===== config.mk =====
export PLATFORM = sky130hd
export DESIGN_NAME = hough_list_walker_flat
export DESIGN_NICKNAME = d
export VERILOG_FILES = /design/src/rtl/hough_pkg.sv /design/src/rtl/hough_list_walker_if.sv /design/src/rtl/hough_list_walker.sv /design/src/flat_wrapper.sv
export SDC_FILE = /design/constraint.sdc
export NUM_CORES = 1
export LEC_CHECK = 0
export BUFFER_PORTS_ARGS = -buffer_cell sky130_fd_sc_hd__buf_2
export CAP_MARGIN = 40
export CORE_ASPECT_RATIO = 1.1
export CORE_MARGIN = 2
export CORE_UTILIZATION = 53
export DETAILED_ROUTE_END_ITERATION = 10
export PLACE_DENSITY = 0.84
export SLEW_MARGIN = 5
export SYNTH_ARGS = -nofsm -noshare
export SYNTH_HDL_FRONTEND = slang
export SYNTH_SLANG_ARGS = --single-unit

===== constraint.sdc =====
create_clock -name clk -period 4.3 [get_ports clk]
set_input_delay 0.43 -clock clk [delete_from_list [all_inputs] [get_ports clk]]
set_output_delay 0.43 -clock clk [all_outputs]
set_load 0.01 [all_outputs]

===== src/rtl/hough_pkg.sv =====
// Shared widths, node word layout and walker state encoding for the
// Hough linked-list builder/walker pair.
package hough_pkg;

  localparam int THETA_W   = 8;
  localparam int PTR_W     = 12;
  localparam int PAYLOAD_W = 20;
  localparam int NODE_W    = 32;

  localparam logic [PTR_W-1:0] NULL_PTR = 12'h000;

  localparam int NEXT_MSB    = 31;
  localparam int NEXT_LSB    = 20;
  localparam int PAYLOAD_MSB = 19;
  localparam int PAYLOAD_LSB = 0;

  typedef enum logic [2:0] {
    S_IDLE,
    S_RD_HEAD,
    S_WAIT_HEAD,
    S_RD_NODE,
    S_WAIT_NODE,
    S_EMIT,
    S_DONE
  } walk_state_e;

endpackage


===== src/rtl/hough_list_walker_if.sv =====
// Control, list-memory and payload-stream signals of the list walker.
interface hough_list_walker_if;
  import hough_pkg::*;

  logic                 start_i;
  logic [THETA_W-1:0]   theta_i;
  logic                 busy_o;
  logic                 done_o;
  logic [PTR_W-1:0]     count_o;
  logic                 err_theta_o;
  logic                 err_loop_o;
  logic                 head_rd_o;
  logic [THETA_W-1:0]   head_addr_o;
  logic [PTR_W-1:0]     head_data_i;
  logic                 node_rd_o;
  logic [PTR_W-1:0]     node_addr_o;
  logic [NODE_W-1:0]    node_data_i;
  logic                 out_valid_o;
  logic                 out_ready_i;
  logic [PAYLOAD_W-1:0] out_data_o;
  logic                 out_last_o;

  modport master (
    input  start_i, theta_i, head_data_i, node_data_i, out_ready_i,
    output busy_o, done_o, count_o, err_theta_o, err_loop_o,
    output head_rd_o, head_addr_o, node_rd_o, node_addr_o,
    output out_valid_o, out_data_o, out_last_o
  );

  modport slave (
    output start_i, theta_i, head_data_i, node_data_i, out_ready_i,
    input  busy_o, done_o, count_o, err_theta_o, err_loop_o,
    input  head_rd_o, head_addr_o, node_rd_o, node_addr_o,
    input  out_valid_o, out_data_o, out_last_o
  );

endinterface


===== src/rtl/hough_list_walker.sv =====
// Walks one theta bin's linked list: head table lookup, then node RAM
// chain, streaming each payload with a last flag and a loop guard.
module hough_list_walker
  import hough_pkg::*;
#(
  parameter int THETA_BINS = 180,
  parameter int MAX_NODES  = 4095
) (
  input logic               clk,
  input logic               rst,
  hough_list_walker_if.master bus
);

  localparam logic [PTR_W-1:0] LAST_CNT = PTR_W'(MAX_NODES - 1);

  walk_state_e          state_q, state_d;
  logic [PTR_W-1:0]     count_q, count_d;
  logic                 err_theta_q, err_theta_d;
  logic                 err_loop_q, err_loop_d;
  logic                 head_rd_q, head_rd_d;
  logic [THETA_W-1:0]   head_addr_q, head_addr_d;
  logic                 node_rd_q, node_rd_d;
  logic [PTR_W-1:0]     node_addr_q, node_addr_d;
  logic [PTR_W-1:0]     next_q, next_d;
  logic [PAYLOAD_W-1:0] payload_q, payload_d;
  logic                 last;

  assign last = (next_q == NULL_PTR) || (count_q == LAST_CNT);

  always_comb begin
    state_d     = state_q;
    count_d     = count_q;
    err_theta_d = err_theta_q;
    err_loop_d  = err_loop_q;
    head_rd_d   = 1'b0;
    head_addr_d = head_addr_q;
    node_rd_d   = 1'b0;
    node_addr_d = node_addr_q;
    next_d      = next_q;
    payload_d   = payload_q;
    case (state_q)
      S_IDLE: begin
        if (bus.start_i) begin
          count_d     = '0;
          err_theta_d = 1'b0;
          err_loop_d  = 1'b0;
          if (int'(bus.theta_i) >= THETA_BINS) begin
            err_theta_d = 1'b1;
            state_d     = S_DONE;
          end else begin
            head_rd_d   = 1'b1;
            head_addr_d = bus.theta_i;
            state_d     = S_RD_HEAD;
          end
        end
      end
      S_RD_HEAD: state_d = S_WAIT_HEAD;
      S_WAIT_HEAD: begin
        if (bus.head_data_i == NULL_PTR) begin
          state_d = S_DONE;
        end else begin
          node_rd_d   = 1'b1;
          node_addr_d = bus.head_data_i;
          state_d     = S_RD_NODE;
        end
      end
      S_RD_NODE: state_d = S_WAIT_NODE;
      S_WAIT_NODE: begin
        next_d    = bus.node_data_i[NEXT_MSB:NEXT_LSB];
        payload_d = bus.node_data_i[PAYLOAD_MSB:PAYLOAD_LSB];
        state_d   = S_EMIT;
      end
      S_EMIT: begin
        if (bus.out_ready_i) begin
          count_d = count_q + PTR_W'(1);
          if (last) begin
            err_loop_d = (next_q != NULL_PTR);
            state_d    = S_DONE;
          end else begin
            node_rd_d   = 1'b1;
            node_addr_d = next_q;
            state_d     = S_RD_NODE;
          end
        end
      end
      S_DONE:  state_d = S_IDLE;
      default: state_d = S_IDLE;
    endcase
  end

  always_ff @(posedge clk or posedge rst) begin
    if (rst) begin
      state_q     <= S_IDLE;
      count_q     <= '0;
      err_theta_q <= 1'b0;
      err_loop_q  <= 1'b0;
      head_rd_q   <= 1'b0;
      head_addr_q <= '0;
      node_rd_q   <= 1'b0;
      node_addr_q <= '0;
      next_q      <= '0;
      payload_q   <= '0;
    end else begin
      state_q     <= state_d;
      count_q     <= count_d;
      err_theta_q <= err_theta_d;
      err_loop_q  <= err_loop_d;
      head_rd_q   <= head_rd_d;
      head_addr_q <= head_addr_d;
      node_rd_q   <= node_rd_d;
      node_addr_q <= node_addr_d;
      next_q      <= next_d;
      payload_q   <= payload_d;
    end
  end

  assign bus.busy_o      = (state_q != S_IDLE);
  assign bus.done_o      = (state_q == S_DONE);
  assign bus.count_o     = count_q;
  assign bus.err_theta_o = err_theta_q;
  assign bus.err_loop_o  = err_loop_q;
  assign bus.head_rd_o   = head_rd_q;
  assign bus.head_addr_o = head_addr_q;
  assign bus.node_rd_o   = node_rd_q;
  assign bus.node_addr_o = node_addr_q;
  assign bus.out_valid_o = (state_q == S_EMIT);
  assign bus.out_data_o  = payload_q;
  assign bus.out_last_o  = (state_q == S_EMIT) && last;

endmodule


===== src/flat_wrapper.sv =====
// flat-port wrapper written by rule: the top's interface ports become plain ports
module hough_list_walker_flat import hough_pkg::*;
#(
  parameter int THETA_BINS = 180,
  parameter int MAX_NODES  = 4095
)
  (clk, rst, bus_start_i, bus_theta_i, bus_head_data_i, bus_node_data_i, bus_out_ready_i, bus_busy_o, bus_done_o, bus_count_o, bus_err_theta_o, bus_err_loop_o, bus_head_rd_o, bus_head_addr_o, bus_node_rd_o, bus_node_addr_o, bus_out_valid_o, bus_out_data_o, bus_out_last_o);
  hough_list_walker_if bus_i ();
  input logic clk;
  input logic rst;
  input wire logic [$bits(bus_i.start_i)-1:0] bus_start_i;
  input wire logic [$bits(bus_i.theta_i)-1:0] bus_theta_i;
  input wire logic [$bits(bus_i.head_data_i)-1:0] bus_head_data_i;
  input wire logic [$bits(bus_i.node_data_i)-1:0] bus_node_data_i;
  input wire logic [$bits(bus_i.out_ready_i)-1:0] bus_out_ready_i;
  output wire logic [$bits(bus_i.busy_o)-1:0] bus_busy_o;
  output wire logic [$bits(bus_i.done_o)-1:0] bus_done_o;
  output wire logic [$bits(bus_i.count_o)-1:0] bus_count_o;
  output wire logic [$bits(bus_i.err_theta_o)-1:0] bus_err_theta_o;
  output wire logic [$bits(bus_i.err_loop_o)-1:0] bus_err_loop_o;
  output wire logic [$bits(bus_i.head_rd_o)-1:0] bus_head_rd_o;
  output wire logic [$bits(bus_i.head_addr_o)-1:0] bus_head_addr_o;
  output wire logic [$bits(bus_i.node_rd_o)-1:0] bus_node_rd_o;
  output wire logic [$bits(bus_i.node_addr_o)-1:0] bus_node_addr_o;
  output wire logic [$bits(bus_i.out_valid_o)-1:0] bus_out_valid_o;
  output wire logic [$bits(bus_i.out_data_o)-1:0] bus_out_data_o;
  output wire logic [$bits(bus_i.out_last_o)-1:0] bus_out_last_o;
  assign bus_i.start_i = bus_start_i;
  assign bus_i.theta_i = bus_theta_i;
  assign bus_i.head_data_i = bus_head_data_i;
  assign bus_i.node_data_i = bus_node_data_i;
  assign bus_i.out_ready_i = bus_out_ready_i;
  assign bus_busy_o = bus_i.busy_o;
  assign bus_done_o = bus_i.done_o;
  assign bus_count_o = bus_i.count_o;
  assign bus_err_theta_o = bus_i.err_theta_o;
  assign bus_err_loop_o = bus_i.err_loop_o;
  assign bus_head_rd_o = bus_i.head_rd_o;
  assign bus_head_addr_o = bus_i.head_addr_o;
  assign bus_node_rd_o = bus_i.node_rd_o;
  assign bus_node_addr_o = bus_i.node_addr_o;
  assign bus_out_valid_o = bus_i.out_valid_o;
  assign bus_out_data_o = bus_i.out_data_o;
  assign bus_out_last_o = bus_i.out_last_o;
  hough_list_walker #(.THETA_BINS(THETA_BINS), .MAX_NODES(MAX_NODES)) u_core (.clk(clk), .rst(rst), .bus(bus_i));
endmodule

# Word-level counts from Yosys, hierarchy flattened
# Cells that the tools add are included.
[word_totals] register_bits=71 latch_bits=0 ramBits=0 mem_bits_ro=0 input_bits=56 out_inout_bits=60 word_cells=65 memories=0
[classes] n_addsub=1 mul=0 n_div=0 magnitude_cmp=1 n_eq_ne=12 shift=0 n_mux=25 bitwise_logic=1 n_reduce_logical=15
[ops] operator="12-bit two-way mux" n=5
[ops] operator="12-bit one-hot mux with 2 select lines" n=2
[ops] operator="12-bit zero test" n=2
[ops] operator="3-bit one-hot mux with 6 select lines" n=1
[ops] operator="3-bit two-way mux" n=5
[ops] operator="12-bit by 1-bit adder with 12-bit output, second input constant" n=1
[ops] operator="12-bit == test, second input constant" n=1
[ops] operator="12-bit nonzero test" n=1
[ops] operator="1-bit two-way mux" n=10
[ops] operator="3-bit == test, second input constant" n=3
[ops] operator="8-bit >= comparator, second input constant" n=1
[ops] operator="2-bit inequality test, second input constant" n=4
[ops] operator="4-bit AND reduction" n=2
[ops] operator="3-bit by 2-bit == test with 1-bit output, second input constant" n=2
[ops] operator="3-bit AND reduction" n=2
[ops] operator="1-bit one-hot mux with 2 select lines" n=2
[ops] operator="2-bit AND reduction" n=2
[ops] operator="2-bit nonzero test" n=2
[ops] operator="3-bit by 1-bit == test with 1-bit output, second input constant" n=1
[ops] operator="3-bit zero test" n=1
[ops] operator="3-bit nonzero test" n=1
[ops] operator="2-bit by 1-bit inequality test with 1-bit output, second input constant" n=1
[ops] operator="1-bit logical AND" n=1
[ops] operator="1-bit logical OR" n=1
[ops] operator="1-bit NOT" n=1

# Depth between registers and ports, before layout
# Gate-level depths: netlist of run 1.
[logic_depth] ltp_word=5 depth_mapped=8 depth_no_buf=7

# Worst setup path after synthesis of run 1
# Ideal clock, no wire load.
[synth_path] path_kind="register to register" startpoint="register u_core.count_q[8] (netlist: u_core.bus.count_o[8])" endpoint="register u_core.node_addr_q[0] (netlist: u_core.bus.node_addr_o[0])" setup_ps=125 t_arrival_ps=1731 required_ps=4175 path_slack_ps=2444 stages_incl_launch_ff=7 n_path_buf=1 synth_period_minus_slack_ps=1856 path_cell_list="dfrtp_1 and4_1 nor3b_2 nor2_1 a2bb2oi_2 buf_6 mux2_4"
[synth_between] elab_chain_len=4
[synth_rtl] element="start: declaration" line_no="hough_list_walker.sv:17" source="logic [PTR_W-1:0] count_q, count_d;"
[synth_rtl] element="start signal: assignment" line_no="hough_list_walker.sv:105" source="count_q <= count_d;"
[synth_rtl] element="12-bit == test" line_no="hough_list_walker.sv:28" source="assign last = (next_q == NULL_PTR) || (count_q == LAST_CNT);"
[synth_rtl] element="1-bit logical OR" line_no="hough_list_walker.sv:28"
[synth_rtl] element="2-bit inequality test (no source line)"
[synth_rtl] element="4-bit AND reduction (no source line)"
[synth_rtl] element="end signal: assignment" line_no="hough_list_walker.sv:111" source="node_addr_q <= node_addr_d;"
[synth_rtl] element="end: declaration" line_no="hough_list_walker.sv:23" source="logic [PTR_W-1:0] node_addr_q, node_addr_d;"
# Every way passes these cells.
# A chain may end at the register's enable or synchronous reset.

# Worst setup path after layout of run 1
[layout_path] startpoint="register u_core.state_q[1]" endpoint="register u_core.node_addr_q[9] (netlist: u_core.bus.node_addr_o[9])"
[layout_between] elab_chain_len=3 word_cells_on_any_way=8 classes_between="5 x eq/ne; 1 x mux; 2 x reduce/logical"
[layout_rtl] element="start: declaration" line_no="hough_list_walker.sv:16" source="walk_state_e state_q, state_d;"
[layout_rtl] element="start signal: assignment" line_no="hough_list_walker.sv:104" source="state_q <= state_d;"
[layout_rtl] element="3-bit by 2-bit == test with 1-bit output / 3-bit == test (equally long branches)" line_no="hough_list_walker.sv:41" source="case (state_q)"
[layout_rtl] element="2-bit inequality test (no source line) / 2-bit nonzero test (equally long branches)"
[layout_rtl] element="4-bit AND reduction (no source line)"
# Parallel ways exist; a longest one is shown, timed or not.

==> results of run 1 <==
-- worst paths after layout --
check | start | end | slack, ns | depth (start not counted)
max reg2reg | u_core.state_q[1] | u_core.bus.node_addr_o[9] | 1.78 | 6
min reg2reg | u_core.bus.out_data_o[10] | u_core.bus.out_data_o[10] | 0.48 | 1
max in group asynchronous | rst | u_core.state_q[1] | 3.16 | 3
min in group clk | bus_node_data_i[7] | u_core.bus.out_data_o[7] | 0.29 | 2
min | rst | u_core.bus.node_rd_o | 0.22 | 2
max | u_core.state_q[1] | u_core.bus.node_addr_o[9] | 1.78 | 6
-- kinds of logic (layout without fill, tap and decap cells) --
logic type | after synthesis | count (layout) | synth area share (%)
AO/OA/AOI/OAI | 21 | 21 | 5.20
buffers and inverters | 19 | 142 | 3.03
XOR/XNOR | 10 | 10 | 2.72
AND/OR/NAND/NOR | 97 | 97 | 14.3
adder cells (fa/ha/maj) | 2 | 2 | 0.776
flip-flops | 71 | 71 | 55.1
multiplexers | 51 | 51 | 18.9
-- stage by stage --
step                      instances  utilization, %
after floorplan                 271               -
after global placement          455            65.9
after detailed placement        455            65.9
after CTS                       471            69.2
after global routing            471            69.2
final                           471            69.2
-- state kept, by name, summed over array words and instances, names as in the netlist --
register / flops
u_core.bus.out_data_o: 20
u_core.bus.count_o: 12
u_core.bus.node_addr_o: 12
u_core.next_q: 12
u_core.bus.head_addr_o: 8
u_core.state_q: 3
u_core.bus.err_loop_o: 1
u_core.bus.err_theta_o: 1
u_core.bus.head_rd_o: 1
u_core.bus.node_rd_o: 1
-- report_power, final --
| part | internal [W] | total (W) | switching (W) |
|---|---|---|---|
| Clock | 0.000270 | 0.000530 | 0.000260 |
| Combinational | 0.000482 | 0.000970 | 0.000488 |
| Sequential | 0.000954 | 0.00115 | 0.000198 |
| Total | 0.00171 | 0.00265 | 0.000946 |
-- critical path, cell delays in order, from the launching register on --
cell and delay, ns:
dfrtp_1 0.48, inv_2 0.14, nand3_4 0.19, inv_2 0.27
nand2_1 0.19, a2bb2oi_2 0.73, mux2_1 0.38
-- metal layers --
metal / wire [microns] / part of all wire (%) / global-route usage, %
met5: 0 / 0 / 0
met4: 155 / 2.2 / 9.73
met3: 398 / 5.7 / 6.21
met2: 3530 / 50 / 35.9
met1: 2920 / 42 / 27.7
-- layout make-up --
cell class | instances | area, sq um | area share, %
timing repair buffer | 117 | 591 | 14.6
clock buffer | 9 | 124 | 3.06
inverter | 9 | 33.8 | 0.836
sequential | 71 | 1780 | 43.9
tap | 77 | 96.3 | 2.38
clock inverter | 7 | 71.3 | 1.76
multi-input combinational | 181 | 1350 | 33.4
-- cells in the final DEF (no fill, tap or decap), types with 2 or more instances in the layout --
cell type / n
a21o_1: 2
a21oi_1: 3
and2_1: 3
and3_1: 2
buf_2: 115
buf_4: 2
clkbuf_8: 9
clkinv_2: 3
dfrtp_1: 71
ha_1: 2
inv_1: 5
inv_2: 4
inv_6: 2
mux2_1: 40
mux2_2: 2
mux2_4: 9
nand2_1: 46
nand2b_1: 2
nand3_1: 9
nand4_1: 4
nor2_1: 16
nor2_2: 2
nor3_1: 3
nor4_1: 6
o21ai_0: 6
xnor2_1: 3
xor2_1: 7
==> flow_summary_export.csv, run 1 <==
group,metric,value,unit
cts,hold_buffers,0,
synth,synth_top_area_cell,"dfrtp_1",
synth,ys_ff_latch,71,
global_routing,grt_pass1_wl,11300,microns
final_layout,stdcell_area,4040,sq um
place,place_area,3850,sq um
synth,synth_area_per_cell,11.9,sq um
synth,async_flop_share,100,%
run,cap_violations,0,
cts,htreeDepth,3,
synth,synth-edff-count,0,
place,io_buffers,115,
global_routing,grt_pass1_vias,2436,
pwr,total_power,0.00265,W
synth,synth_ff_type,"dfrtp_1",
cts,tritoncts,"yes",
cts,clk_latency,0.35,ns
pwr,vdd_drop_max,401,uV
sta,min_period_over_period,58.6,%
sta,slew_violations,0,
sta,rsz0062_at_grt,"no",
floorplan,die-height,85.8,microns
floorplan,start_util,55.2,%
place,dp_slack,1.79,ns
floorplan,fp.dieW,78.4,microns
floorplan,ios,116,
cts,cts-buffers-inserted,9,
synth,synth_area_leaders,"dfrtp_1, mux2_1, nand2_1",
synth,yosysMostFrequentCell,"dfrtp_1",
sta,slew_headroom,42.0,%
worst_setup_path,worstSetupEndpointType,"flip-flop",
pwr,power.density,656,nW/um^2
sta,layout_setup_ws,1.78,ns
worst_setup_path,required,4.52,ns
synth,netlist_instances,271,
worst_setup_path,critical_path.max_fanout,18,
worst_setup_path,crit_arrival,2.74,ns
place,dp_hpwl,5380,microns
floorplan,fp.coreArea,5840,sq um
sta,fin_hold_ws,0.216,ns
pwr,leakagePower,2.04,nW
synth,synth_commonest_cells,"dfrtp_1, nand2_1, mux2_1, nor2_1",
route,wire_per_inst,14.9,microns
place,place_congestion,0.811,
cts,cts_resized,0,
final_layout,area_growth,25.4,%
run_status,status,"finished, final reports clean",
worst_setup_path,critPathKind,"reg2reg",
route,wirelength,7000,microns
sta,worst_pin_slew,0.870,ns
global_routing,grt_start_max_net_pins,37,
cts,clk_pin_slew_worst_paths,0.08,ns
global_routing,globalRouteTotalUtil,22.0,%
route,drc,0,
cts,cts_setup_buffers,0,
route,drtIter0Drc,111,
route,routed-via-count,2444,
global_routing,antenna_found_initial,0,
cts,cts_sinks,71,
cts,cts_buffer_depth,2,
synth,synth_cell_types,40,
sta,layout_min_cycle_time,2.52,ns
final_layout,fillers,443,
route,vias_per_cell,5.19,
cts,root_buffer,"clkbuf_8",
floorplan,num_rows,29,
synth,yosysSeqAreaShare,55.1,%
synth,syn_nets,329,
route,drt-pass1-iter-count,7,
synth,netlist.area_leader.share,55.1,%
sta,fin_skew,0.0108,ns
final_layout,fin_nets,447,
min_path,hp-class,"in2async",
worst_setup_path,worstSetupStartpointType,"flip-flop",
sta,setup_tns,0,ns
final_layout,n_antenna_cell,0,
sta,hold_violations,0,
synth,netlist_area,3220,sq um
sta,timing.fmax,0.397,GHz
sta,finalSetupViolations,0,
final_layout,drive_gt1_share,39.6,%
floorplan,die_area,6720,sq um
route,drtAntennaViolNets,0,
synth,ys_warn_count,0,
global_routing,grt_overflow,0,
No activity file was read; power rests on OpenSTA's default activity.
==> run 2, diff against run 1 <==
CORE_UTILIZATION = 45   (was 53)
PLACE_DENSITY = 0.75   (was 0.84)
clock period = 2.18 ns   (was 4.3 ns; I/O delays follow)
==> flow_summary_export.csv, run 2 (synthesis gave the netlist of run 1 again) <==
group,metric,value,unit
route,drc,0,
floorplan,die_area,7860,sq um
sta,fin_hold_ws,0.0872,ns
final_layout,stdcell_count,483,
place,place_congestion,0.920,
min_path,hp-class,"in2reg",
route,drtAntennaViolNets,0,
floorplan,die-height,92.8,microns
cts,cts-buffers-inserted,9,
global_routing,grt_start_max_net_pins,60,
pwr,vdd_drop_max,680,uV
cts,cts_resized,0,
route,drt-pass1-iter-count,4,
cts,cts_setup_buffers,0,
cts,root_buffer,"clkbuf_8",
global_routing,antenna_found_initial,0,
worst_setup_path,critPathKind,"reg2out",
floorplan,num_rows,32,
run,cap_violations,0,
sta,slew_violations,0,
pwr,power_frac_seq,42.9,%
floorplan,fp.coreArea,6970,sq um
final_layout,layout_commonest_cell,"buf_2",
sta,min_period_over_period,88.0,%
pwr,leakagePower,2.07,nW
sta,worst_pin_slew,0.377,ns
cts,cts_sinks,71,
sta,hold_violations,0,
worst_setup_path,r2r-start,"u_core.bus.count_o[8]",
cts,cts_buffer_depth,2,
worst_setup_path,required,1.96,ns
floorplan,ios,116,
route,wire_per_inst,13.6,microns
sta,rsz0062_at_grt,"no",
floorplan,fp.dieW,84.7,microns
pwr,p_int,0.00344,W
global_routing,grt_pass1_wl,10900,microns
global_routing,globalRouteTotalUtil,17.7,%
final_layout,area_growth,27.8,%
final_layout,fin_nets,451,
min_path,min_from,"bus_theta_i[0]",
cts,clk_latency,0.34,ns
run_status,status,"finished, final reports clean",
final_layout,final_cell_mix,"buf_2, dfrtp_1, nand2_1",
final_layout,fillers,632,
worst_setup_path,critical_path.max_fanout,4,
pwr,pwr-share-clk,20.1,%
route,vias_per_cell,4.95,
floorplan,start_util,46.3,%
pwr,power.density,1280,nW/um^2
route,routed-via-count,2390,
sta,fin_skew,0.0102,ns
final_layout,drive_gt1_share,39.9,%
sta,layout_setup_ws,0.261,ns
worst_setup_path,crit_arrival,1.70,ns
sta,setup_tns,0,ns
pwr,p_sw,0.00182,W
cts,hold_buffers,1,
final_layout,n_antenna_cell,0,
place,place_inst,466,
place,dp_hpwl,5040,microns
route,wirelength,6570,microns
sta,layout_min_cycle_time,1.92,ns
cts,tritoncts,"yes",
global_routing,grt_pass1_vias,2411,
pwr,total_power,0.00525,W
worst_setup_path,worstSetupStartpointType,"flip-flop",
pwr,sw_frac_of_total,34.6,%
cts,clk_pin_slew_worst_paths,0.08,ns
place,io_buffers,115,
place,dp_slack,0.266,ns
sta,slew_headroom,74.7,%
sta,timing.fmax,0.521,GHz
final_layout,largest_reg_flops,20,
cts,htreeDepth,3,
worst_setup_path,crit_start,"u_core.bus.count_o[0]",
route,drtIter0Drc,88,
global_routing,grt_overflow,0,
pwr,pwr-share-comb,37.0,%
sta,finalSetupViolations,0,
worst_setup_path,worstSetupEndpointType,"output pin",
-- run 2: routing by layer --
metal,up-vias,wire length [microns],GRT usage (%)
met5,-,0,0
met4,0,124,8.99
met3,10,455,5.08
met2,79,3190,28.4
met1,1120,2800,21.7
li1,1181,-,-
-- run 2: area by class of cell --
cell class / instances / area (sq um) / share of cell area (%)
Timing Repair Buffer: 121 / 648 / 15.7
Inverter: 9 / 33.8 / 0.820
Clock inverter: 6 / 67.6 / 1.64
Sequential cell: 71 / 1780 / 43.1
Multi-Input combinational cell: 181 / 1350 / 32.8
Clock buffer: 10 / 138 / 3.34
Tap cell: 85 / 106 / 2.58
-- run 2: worst max-delay path: stages, from the launching register on --
cell and delay, ns:
dfrtp_1 0.41, inv_1 0.10, ha_1 0.15, nand3_1 0.08, nor3b_2 0.25, nor2_1 0.12
nor2_1 0.09, buf_2 0.15
-- run 2: metrics by stage --
step | utilization, % | area [sq um]
3_5_place_dp | 56.1 | 3910
6_report | 59.1 | 4120
2_1_floorplan | - | 3220
4_1_cts | 59.1 | 4120
5_1_grt | 59.1 | 4120
3_3_place_gp | 56.1 | 3910
-- run 2: path summary, 6_finish.rpt --
path	slack (ns)	endpoint	cells after the start
min in group asynchronous	0.38	u_core.bus.out_data_o[9]	3
max in group asynchronous	1.22	u_core.bus.out_data_o[4]	4
worst max register to register	0.27	u_core.bus.node_addr_o[7]	6
worst min-delay path	0.09	u_core.bus.head_addr_o[0]	2
worst min register to register	0.48	u_core.bus.out_data_o[7]	1
worst max-delay path	0.26	bus_out_last_o	7
-- run 2: power groups by stage --
stage | logic [W] | registers (W) | clock network (W)
after floorplan | 0.00112 | 0.00239 | 0
after global placement | 0.00192 | 0.00225 | 0
final | 0.00194 | 0.00225 | 0.00106
after global routing | 0.00214 | 0.00234 | 0.00114
after detailed placement | 0.00198 | 0.00227 | 0
after CTS | 0.00198 | 0.00226 | 0.00109
